===== config.mk =====
export PLATFORM = sky130hd
export DESIGN_NAME = config_chain_loader
export DESIGN_NICKNAME = d
export VERILOG_FILES = /design/src/rtl/cfg_loader_pkg.sv /design/src/rtl/cfg_rb_capture.sv /design/src/rtl/config_chain_loader.sv
export SDC_FILE = /design/constraint.sdc
export NUM_CORES = 1
export LEC_CHECK = 0
export CORE_ASPECT_RATIO = 1.1
export CORE_MARGIN = 5
export CORE_UTILIZATION = 40
export CTS_CLUSTER_SIZE = 25
export DETAILED_ROUTE_END_ITERATION = 10
export DONT_BUFFER_PORTS = 1
export PLACE_DENSITY_LB_ADDON = 0.25
export SLEW_MARGIN = 20
export SYNTH_ARGS = -nofsm -noshare
export SYNTH_HDL_FRONTEND = slang
export SYNTH_SLANG_ARGS = --single-unit

===== constraint.sdc =====
create_clock -name clk -period 2.88 [get_ports clk]
set_input_delay 0.288 -clock clk [delete_from_list [all_inputs] [get_ports clk]]
set_output_delay 0.288 -clock clk [all_outputs]
set_load 0.1 [all_outputs]

===== src/rtl/cfg_loader_pkg.sv =====
// rtl/cfg_loader_pkg.sv - shared types and sizing helpers for the config chain loader
package cfg_loader_pkg;

  typedef enum logic [2:0] {
    IDLE   = 3'd0,
    LOAD   = 3'd1,
    SHIFT  = 3'd2,
    COMMIT = 3'd3,
    DONE   = 3'd4
  } state_t;

  // Width of a counter that must hold every value 0..chain_len inclusive
  function automatic int cnt_w(input int chain_len);
    return $clog2(chain_len + 1);
  endfunction

  // Number of words needed to cover the whole chain
  function automatic int nwords(input int chain_len, input int word_w);
    return (chain_len + word_w - 1) / word_w;
  endfunction

  // Width of a per-word bit index that can also hold word_w itself
  function automatic int idx_w(input int word_w);
    return $clog2(word_w + 1);
  endfunction

endpackage


===== src/rtl/cfg_rb_capture.sv =====
// rtl/cfg_rb_capture.sv - serial-to-word readback capture with a single holding slot
module cfg_rb_capture
  import cfg_loader_pkg::*;
#(
  parameter int WORD_W = 32,
  parameter int IDX_W  = idx_w(WORD_W)
) (
  input  logic              clk,
  input  logic              rst,
  input  logic              sample,
  input  logic              bit_in,
  input  logic [IDX_W-1:0]  idx,
  input  logic              last,
  input  logic              rb_ready,
  output logic              rb_valid,
  output logic [WORD_W-1:0] rb_data,
  output logic              stall
);

  logic [WORD_W-1:0] cap_q;
  logic [WORD_W-1:0] cap_next;

  // Capture word with the current bit merged in; bits above idx stay zero,
  // which pads a short final word.
  always_comb begin
    cap_next = cap_q | (WORD_W'(bit_in) << idx);
  end

  // A completing shift needs the slot; hold the shifter off while it is
  // occupied and not being drained this cycle.
  assign stall = last & rb_valid & ~rb_ready;

  // Accumulate bits, hand finished words to the slot, release the slot on handshake
  always_ff @(posedge clk) begin
    if (!rst) begin
      cap_q    <= '0;
      rb_valid <= 1'b0;
      rb_data  <= '0;
    end else begin
      if (sample && last) begin
        rb_data  <= cap_next;
        rb_valid <= 1'b1;
        cap_q    <= '0;
      end else begin
        if (sample) begin
          cap_q <= cap_next;
        end
        if (rb_valid && rb_ready) begin
          rb_valid <= 1'b0;
        end
      end
    end
  end

endmodule


===== src/rtl/config_chain_loader.sv =====
// rtl/config_chain_loader.sv - streams config words serially into a connection-block chain
module config_chain_loader
  import cfg_loader_pkg::*;
#(
  parameter int WORD_W    = 32,
  parameter int CHAIN_LEN = 480
) (
  input  logic              clk,
  input  logic              rst,
  input  logic              start,
  input  logic              rb_en,
  input  logic              cfg_valid,
  output logic              cfg_ready,
  input  logic [WORD_W-1:0] cfg_data,
  output logic              rb_valid,
  input  logic              rb_ready,
  output logic [WORD_W-1:0] rb_data,
  output logic              cen,
  output logic              shift_in,
  input  logic              shift_out,
  output logic              set_in,
  output logic              busy,
  output logic              done
);

  localparam int CNT_W = cnt_w(CHAIN_LEN);
  localparam int IDX_W = idx_w(WORD_W);
  localparam logic [CNT_W-1:0] LEN_C = CNT_W'(CHAIN_LEN);

  state_t            state;
  logic [CNT_W-1:0]  bit_cnt;
  logic [IDX_W-1:0]  word_idx;
  logic [IDX_W-1:0]  word_bits;
  logic [WORD_W-1:0] sreg;
  logic              rb_en_q;

  logic              last_bit;
  logic              final_bit;
  logic              stall;
  logic              shift_now;
  logic [31:0]       remain;

  // Decode the current shift position and whether this cycle may shift
  always_comb begin
    last_bit  = (word_idx == word_bits - IDX_W'(1));
    final_bit = (bit_cnt == LEN_C - CNT_W'(1));
    shift_now = (state == SHIFT) && !(rb_en_q && stall);
    remain    = 32'(LEN_C - bit_cnt);
  end

  assign cen      = shift_now;
  assign shift_in = shift_now & sreg[0];

  cfg_rb_capture #(
    .WORD_W (WORD_W),
    .IDX_W  (IDX_W)
  ) u_capture (
    .clk      (clk),
    .rst      (rst),
    .sample   (shift_now & rb_en_q),
    .bit_in   (shift_out),
    .idx      (word_idx),
    .last     (last_bit),
    .rb_ready (rb_ready),
    .rb_valid (rb_valid),
    .rb_data  (rb_data),
    .stall    (stall)
  );

  // Load FSM: fetch a word, shift its useful bits out LSB-first, commit once the chain is full
  always_ff @(posedge clk) begin
    if (!rst) begin
      state     <= IDLE;
      bit_cnt   <= '0;
      word_idx  <= '0;
      word_bits <= '0;
      sreg      <= '0;
      rb_en_q   <= 1'b0;
      cfg_ready <= 1'b0;
      set_in    <= 1'b0;
      busy      <= 1'b0;
      done      <= 1'b0;
    end else begin
      set_in <= 1'b0;
      case (state)
        IDLE, DONE: begin
          if (start) begin
            state     <= LOAD;
            rb_en_q   <= rb_en;
            bit_cnt   <= '0;
            cfg_ready <= 1'b1;
            busy      <= 1'b1;
            done      <= 1'b0;
          end
        end
        LOAD: begin
          if (cfg_valid && cfg_ready) begin
            sreg      <= cfg_data;
            word_idx  <= '0;
            word_bits <= (remain >= 32'(WORD_W)) ? IDX_W'(WORD_W) : IDX_W'(remain);
            cfg_ready <= 1'b0;
            state     <= SHIFT;
          end
        end
        SHIFT: begin
          if (shift_now) begin
            sreg     <= sreg >> 1;
            word_idx <= word_idx + IDX_W'(1);
            if (bit_cnt != LEN_C) begin
              bit_cnt <= bit_cnt + CNT_W'(1);
            end
            if (last_bit) begin
              if (final_bit) begin
                state  <= COMMIT;
                set_in <= 1'b1;
              end else begin
                state     <= LOAD;
                cfg_ready <= 1'b1;
              end
            end
          end
        end
        COMMIT: begin
          if (!rb_valid || rb_ready) begin
            state <= DONE;
            busy  <= 1'b0;
            done  <= 1'b1;
          end
        end
        default: begin
          state <= IDLE;
        end
      endcase
    end
  end

endmodule


# Word-level counts from Yosys, hierarchy flattened

Index checks and enable logic that the tools add are counted.

Flip-flop bits (word level): 126
Latch bits: 0
Memory bits (writable): 0
Bits in read-only memories: 0
Output and inout port bits: 39
Logic and storage cells: 96
Memories kept: 0

$add $sub $neg: 4
$mul: 0
Divide/modulo/power cells: 0
$lt $le $gt $ge: 1
Equal/unequal tests: 14
Shift operators: 1
Mux-type cells: 32
Bitwise logic cells: 7
Reductions and logical operators: 24

Operators with widths:

| cell                                                 | count |
|---|---|
| 2-to-1 mux 32 bit                                    | 2 |
| case mux 32 bit (2 select lines)                     | 1 |
| >= comparator 32 x 6 -> 1 bit, second input constant | 1 |
| OR 32 bit                                            | 1 |
| left shift 1 x 6 -> 32 bit                           | 1 |
| 2-to-1 mux 9 bit                                     | 3 |
| 2-to-1 mux 6 bit                                     | 3 |
| case mux 9 bit (2 select lines)                      | 1 |
| 2-to-1 mux 3 bit                                     | 5 |
| case mux 3 bit (4 select lines)                      | 1 |
| case mux 6 bit (2 select lines)                      | 1 |
| 2-to-1 mux 1 bit                                     | 11 |
| inequality test 2 bit, second input constant         | 5 |
| subtractor 9 x 9 -> 10 bit, first input constant     | 1 |
| adder 9 x 1 -> 9 bit, second input constant          | 1 |
| equality test 9 bit, second input constant           | 1 |
| inequality test 9 bit, second input constant         | 1 |
| AND reduction 4 bit                                  | 2 |
| nonzero test 2 bit                                   | 4 |
| adder 6 x 1 -> 6 bit, second input constant          | 1 |
| equality test 3 x 2 -> 1 bit, second input constant  | 2 |
| equality test 6 bit                                  | 1 |
| AND reduction 3 bit                                  | 2 |
| AND reduction 6 bit                                  | 1 |
| other kinds (17)                                     | 30 |

# Longest topological paths before layout

Gate-level depths: netlist of the first run.

Depth in word-level cells: 10
Depth in mapped cells: 11

# Hierarchy

From an unflattened synthesis of the first run, not the netlist that was laid out.

Cell total of the unflattened synthesis: 659
Area total of the unflattened synthesis: 5,506.5 µm²

Modules (own cells, without submodules):

| module              | times used | cells an instance | area each (µm²) |
|---|---|---|---|
| config_chain_loader | 1          | 377               | 3,024.2 |
| cfg_rb_capture      | 1          | 282               | 2,482.4 |

# Worst setup path after synthesis of the first run

No wires, ideal clock.

Kind: register -> output
Start point: reg u_capture.rb_valid
End point: out shift_in
Arrival time: 3.459 ns
Data required time: 2.592 ns
Slack: -0.867 ns
Stages on the path, launching flop included: 8
Buffers on the path: 2
Cell sequence: dfxtp_1 -> nor2b_1 -> nand2_1 -> nor4_1 -> a21boi_1 -> buf_2 -> buf_1 -> and2_1

Longest elaborated chain between the ends: 6

Ends and longest elaborated chain:

| item                           | line                      | RTL |
|---|---|---|
| from (decl)                    | cfg_rb_capture.sv:15      | `output logic rb_valid,` |
| from (signal assigned)         | cfg_rb_capture.sv:37      | `rb_valid <= 1'b0;` |
| from (signal assigned)         | cfg_rb_capture.sv:42      | `rb_valid <= 1'b1;` |
| from (signal assigned)         | cfg_rb_capture.sv:49      | `rb_valid <= 1'b0;` |
| bitwise AND 1 bit (2 in a row) | cfg_rb_capture.sv:31      | `assign stall = last & rb_valid & ~rb_ready;` |
| logical AND 1 bit              | config_chain_loader.sv:47 | `shift_now = (state == SHIFT) && !(rb_en_q && stall);` |
| zero test 1 bit                | config_chain_loader.sv:47 |  |
| logical AND 1 bit              | config_chain_loader.sv:47 |  |
| net cen                        | config_chain_loader.sv:18 | `output logic cen,` |
| bitwise AND 1 bit              | config_chain_loader.sv:52 | `assign shift_in = shift_now & sreg[0];` |
| to (decl)                      | config_chain_loader.sv:19 | `output logic shift_in,` |

The timed path passes the listed nets, and every way through them passes these cells.

# Final worst setup path of the first run

Start point: reg word_bits[0]
End point: out shift_in

Longest elaborated chain between the ends: 8

Ends and longest elaborated chain:

| item                           | line                       | RTL |
|---|---|---|
| from (decl)                    | config_chain_loader.sv:33  | `logic [IDX_W-1:0] word_bits;` |
| from (signal assigned)         | config_chain_loader.sv:100 | `word_bits <= (remain >= 32'(WORD_W)) ? IDX_W'(WORD_W) : IDX_W'(remain);` |
| subtractor 6 x 1 -> 6 bit      | config_chain_loader.sv:45  | `last_bit = (word_idx == word_bits - IDX_W'(1));` |
| equality test 6 bit            | config_chain_loader.sv:45  |  |
| bitwise AND 1 bit (2 in a row) | cfg_rb_capture.sv:31       |  |
| logical AND 1 bit              | config_chain_loader.sv:47  |  |
| zero test 1 bit                | config_chain_loader.sv:47  |  |
| logical AND 1 bit              | config_chain_loader.sv:47  |  |
| net cen                        | config_chain_loader.sv:18  |  |
| bitwise AND 1 bit              | config_chain_loader.sv:52  |  |

The timed path passes the listed nets, and every way through them passes these cells.

==> qor.csv, run 1 <==
metric;value;unit
fmax;360;MHz
synth.avg_cell_area;8.64;um^2
setup_viol;0;
core_area;0.0131;mm^2
clock_latency;0.42;ns
grt_max_degree;68;
cts.reportedPaths.clkPinSlew;0.06;ns
routabilityCongestion;0.823;
required;2.59;ns
tightest_slew;1.03;ns
cp_data_arrival_time;2.49;ns
timing.slew.headroom;0.309;
grt_pass1_vias;4146;
finalCritPeriodShare;0.964;
globalRouteTotalUtil;0.160;
cts_tree;done;
netlist_area;0.00531;mm^2
clock_sinks;126;
wl_per_cell;15.6;um
finalPower;4.79;mW
worstSetupEndpointType;output pin;
async_flop_share;0;
drt-initial-drc-count;273;
hpwl;8370;um
n_antenna_cell;0;
synthFlopType;dfxtp_1;
mostFrequentLayoutCells;124 x dfxtp_1, 112 x a21oi_1, 82 x nor2_1;
rows;44;
die_area;0.0157;mm^2
outcome;completed;
ios;78;
tns;0;ns
route.detailed.drc;0;
post-route-min-period;2.78;ns
dr.pass1.iters;5;
synth.distinct_cells;48;
start_util;0.405;
routed_via_density;5.44;
layout_commonest_cell;dfxtp_1;
grt_setup_unrepaired;false;
cp_max_fo;17;
skew;0.0112;ns
grt_antenna_before_repair;0;
worstSetupStartpointType;flop;
die_h;131;um
synth_fp_nets;658;
ant_nets;0;
routed_wl;12400;um
drive_gt1_frac;0.171;
final_nets;669;
die_w;120;um
synth_cells;614;
vias;4350;
yosys_warnings;0;
report.final.slew_viol_count;0;
hold_viol;0;
synth_edf_count;0;
portBuffers;0;
power_density;750;mW/mm^2
grt_pass1_wl;20100;um
synth-seq-area-share;0.475;
areaGrowthSynthToFinish;20.4;%
crit_type;reg2out;
numCtsBuffers;17;
drv_cap;0;
grt-ovfl-total;0;
synth-seq-cells;126;
leakage;2.18;nW
min-delay-path-class;in2reg;
h-tree-depth;4;
clock_path_buffers;2;
cts_root_buffer;clkbuf_16;
vdd_drop_max;486;uV
## cell type report
| cell class | count | area [um^2] |
|---|---|---|
| fill | 1220 | 6710 |
| multi-input combinational | 438 | 2600 |
| sequential | 126 | 2520 |
| clock buffer | 17 | 425 |
| timing repair buffer | 36 | 330 |
| clock inverter | 15 | 282 |
| tap | 161 | 201 |
| inverter | 6 | 22.5 |
## registers in the layout, indices dropped and copies added, names as in the netlist, 3 cells and up
signal             count
bit_cnt                9
u_capture.rb_data     32
u_capture.cap_q       32
state                  3
word_idx               6
sreg                  32
word_bits              6
## stage by stage
stage | setup WS, ns | hold slack, ns | cell area (um^2) | utilization | cells
after floorplan | 0.212 | 0.424 | 5310 | - | 614
after global placement | 0.241 | 0.413 | 5600 | 0.428 | 763
after detailed placement | 0.0833 | 0.414 | 5600 | 0.428 | 763
after CTS | 0.0000224 | 0.00664 | 6350 | 0.484 | 797
after global routing | 0.0296 | 0.0289 | 6390 | 0.488 | 799
final | 0.105 | 0.0222 | 6390 | 0.488 | 799
## logic make-up (layout without fill, tap and decap cells)
| kind of cell | Yosys count | count (layout) | synth area share |
|---|---|---|---|
| compound gates | 210 | 210 | 0.259 |
| fa+ha+maj | 5 | 5 | 0.0118 |
| mux | 2 | 2 | 0.00377 |
| xor+xnor | 15 | 15 | 0.0248 |
| flops | 126 | 126 | 0.475 |
| buf+inv | 50 | 74 | 0.0432 |
| simple gates | 206 | 206 | 0.183 |
## cell usage after synthesis (all sizes together) (3+ instances only)
cell type,number,share of area
a22o,3,0.0050
or3,9,0.011
nor2b,4,0.0047
a21boi,4,0.0057
nor3,10,0.010
nand2b,8,0.0094
nand2,48,0.034
a22oi,33,0.048
nor2,94,0.072
xor2,6,0.0099
o21ai,15,0.014
ha,5,0.012
buf,19,0.021
a21oi,112,0.11
and3b,6,0.0099
and3,4,0.0047
xnor2,9,0.015
nand3,10,0.0094
dfxtp,126,0.48
inv,6,0.0042
clkbuf,25,0.018
a211oi,33,0.066
## metal layers
layer | up-vias | wire length (um) | global-route usage
li1 | 2204 | - | -
met1 | 2006 | 5400 | 0.191
met2 | 128 | 5940 | 0.260
met3 | 12 | 956 | 0.0706
met4 | 0 | 132 | 0.0573
met5 | - | 0 | 0
## worst max-delay path, stage by stage, from the launching register on
cell,delay [ns]
dfxtp_1,0.36
inv_1,0.07
ha_2,0.22
xnor2_1,0.14
a211o_1,0.34
nor4_4,0.33
a21boi_4,0.12
buf_12,0.20
and2_4,0.28
## worst paths after layout
path | startpoint | cells past startpoint | to | slack, ns
hold / removal | rst | 2 | state[0]$_SDFFE_PN0P_ | 0.02
hold reg to reg | sreg[23]$_SDFFE_PN0P_ | 2 | sreg[23]$_SDFFE_PN0P_ | 0.45
setup / recovery | word_bits[0]$_SDFFE_PN0P_ | 8 | shift_in | 0.10
setup reg to reg | word_bits[0]$_SDFFE_PN0P_ | 8 | u_capture.rb_data[3]$_SDFFE_PN0P_ | 0.23
## what timing repair did
item,4_1_cts,5_1_grt
endpoints found under the setup margin,1,1
hold buffers,2,0
pin swaps,2,3
setup buffers,0,1
gates cloned,0,1
endpoints found under the hold margin,4,0
gates resized for setup,4,2
## report_power, final
| part | leakage [nW] | internal (mW) | switching, mW | total (mW) |
|---|---|---|---|---|
| combinational | 0.824 | 0.125 | 0.244 | 0.368 |
| sequential | 1.02 | 1.79 | 0.0808 | 1.87 |
| clock | 0.341 | 1.73 | 0.821 | 2.55 |
| total | 2.18 | 3.65 | 1.15 | 4.79 |
Power figures use the tool's default switching activity.
==> inputs of run 2 (changes only) <==
- BUFFER_PORTS_ARGS: unset -> -buffer_cell sky130_fd_sc_hd__buf_2
- DONT_BUFFER_PORTS: 1 -> unset
- GPL_TIMING_DRIVEN: unset -> 0
- clock period: 2.88 -> 2.9 ns (I/O delays scaled with it)
==> run 2 against run 1 <==
Die area did not move. Via count rose by 8.3%. Worst setup slack got worse by 0.015 ns. Sequential share of layout area fell by 0.90 points. Global-route usage rose by 1.9 points. Cell count rose by 10%. Count of clock-buffer cells in the layout rose by 3.
==> qor.csv, run 2 (synthesized netlist as in run 1, its figures left out) <==
metric;value;unit
p_clk_frac;0.483;
report.final.slew_viol_count;0;
core_area;0.0131;mm^2
grt_pass1_wl;22600;um
vias;4713;
tns;0;ns
hold_viol;0;
skew;0.00897;ns
timing.slew.headroom;0.283;
clock_path_buffers;2;
clock_sinks;126;
switching_share;0.259;
areaGrowthSynthToFinish;23.1;%
die_area;0.0157;mm^2
drv_cap;0;
routed_wl;13400;um
h-tree-depth;4;
ios;78;
hpwl;9410;um
mostFrequentLayoutCells;125 x dfxtp_1, 112 x a21oi_1, 85 x buf_2;
fmax;356;MHz
numCtsBuffers;17;
grt_antenna_before_repair;1;
min-delay-path-class;in2reg;
portBuffers;76;
route.detailed.drc;0;
post-route-min-period;2.81;ns
postPlaceCellArea;0.00590;mm^2
p_int;3.22;mW
final_util;0.499;
dr.pass1.iters;4;
crit_type;reg2out;
final_nets;752;
finalCritPeriodShare;0.969;
n_antenna_cell;0;
ant_nets;0;
hold_ws;0.129;ns
cp_data_arrival_time;2.52;ns
routed_via_density;5.34;
drt-initial-drc-count;277;
power.switching;1.13;mW
cts_hold_buf;0;
worstSetupEndpointType;output pin;
vdd_drop_max;381;uV
final_area;0.00653;mm^2
pwr-share-seq;0.419;
die_w;120;um
top_regs;sreg (32), u_capture.cap_q (32), u_capture.rb_data (32);
wl_per_cell;15.2;um
grt-ovfl-total;0;
tightest_slew;1.06;ns
clock_latency;0.42;ns
cts.reportedPaths.clkPinSlew;0.06;ns
routabilityCongestion;0.822;
leakage;2.41;nW
fillers;1251;
combPwrFrac;0.097;
required;2.61;ns
cts_tree;done;
cp_max_fo;19;
power_density;666;mW/mm^2
grt_setup_unrepaired;false;
outcome;completed;
start_util;0.405;
cts_root_buffer;clkbuf_16;
die_h;131;um
worstSetupStartpointType;flop;
rows;44;
layout_commonest_cell;dfxtp_1;
grt_max_degree;20;
setup_viol;0;
globalRouteTotalUtil;0.179;
grt_pass1_vias;4653;
drive_gt1_frac;0.233;
==> run 2: power by group through the flow <==
stage	sequential [mW]	clock, mW	combinational (mW)
final	1.82	2.10	0.423
after global routing	1.83	2.23	0.473
after CTS	1.82	2.14	0.424
after detailed placement	1.86	0	0.423
after global placement	1.86	0	0.410
after floorplan	1.90	0	0.263
==> run 2: layer usage <==
layer	vias up	routed length, um	track usage
li1	2375	-	-
met1	2194	5720	0.215
met2	121	6450	0.303
met3	21	970	0.0598
met4	2	223	0.0654
met5	-	5	0
==> run 2: repair_timing <==
action	in CTS	in global routing
endpoints found under the setup margin	2	2
resized for setup	6	5
pin swaps	0	1
buffers inserted	0	1
==> run 2: worst max-delay path, stage by stage (launching register included) <==
cell and delay [ns]:
dfxtp_1 0.37, inv_1 0.07, ha_2 0.28, xnor2_1 0.15
a211o_1 0.30, nor4_4 0.28, a21boi_2 0.13, buf_6 0.18
and2_4 0.17, buf_6 0.18
==> run 2: path summary, 6_finish.rpt <==
kind	from	end	slack, ns	cells after the start
worst max register to register	word_bits[0]$_SDFFE_PN0P_	u_capture.cap_q[30]$_SDFFE_PP0P_	0.22	11
worst min-delay path	cfg_data[31]	sreg[31]$_SDFFE_PN0P_	0.13	3
worst min register to register	sreg[6]$_SDFFE_PN0P_	sreg[6]$_SDFFE_PN0P_	0.46	2
worst max-delay path	word_bits[0]$_SDFFE_PN0P_	shift_in	0.09	9
==> run 2: cell type report <==
type                            count  area [um^2]  area share
Tap cell                          161          201      0.0308
Clock buffer                       20          457      0.0699
Buffer                             42          205      0.0314
Timing Repair Buffer               77          397      0.0607
Inverter                            6         22.5     0.00345
Sequential cell                   126         2520       0.386
Multi-Input combinational cell    438         2590       0.397
Clock inverter                     12          134      0.0205
==> run 2: per-stage QoR <==
stage | std cells | power (mW) | setup WS [ns]
final | 882 | 4.35 | 0.0904
after global routing | 882 | 4.54 | 0.00603
after CTS | 881 | 4.39 | 0.00697
after detailed placement | 851 | 2.29 | 0.0903
after global placement | 851 | 2.27 | 0.168
after floorplan | 614 | 2.16 | 0.230
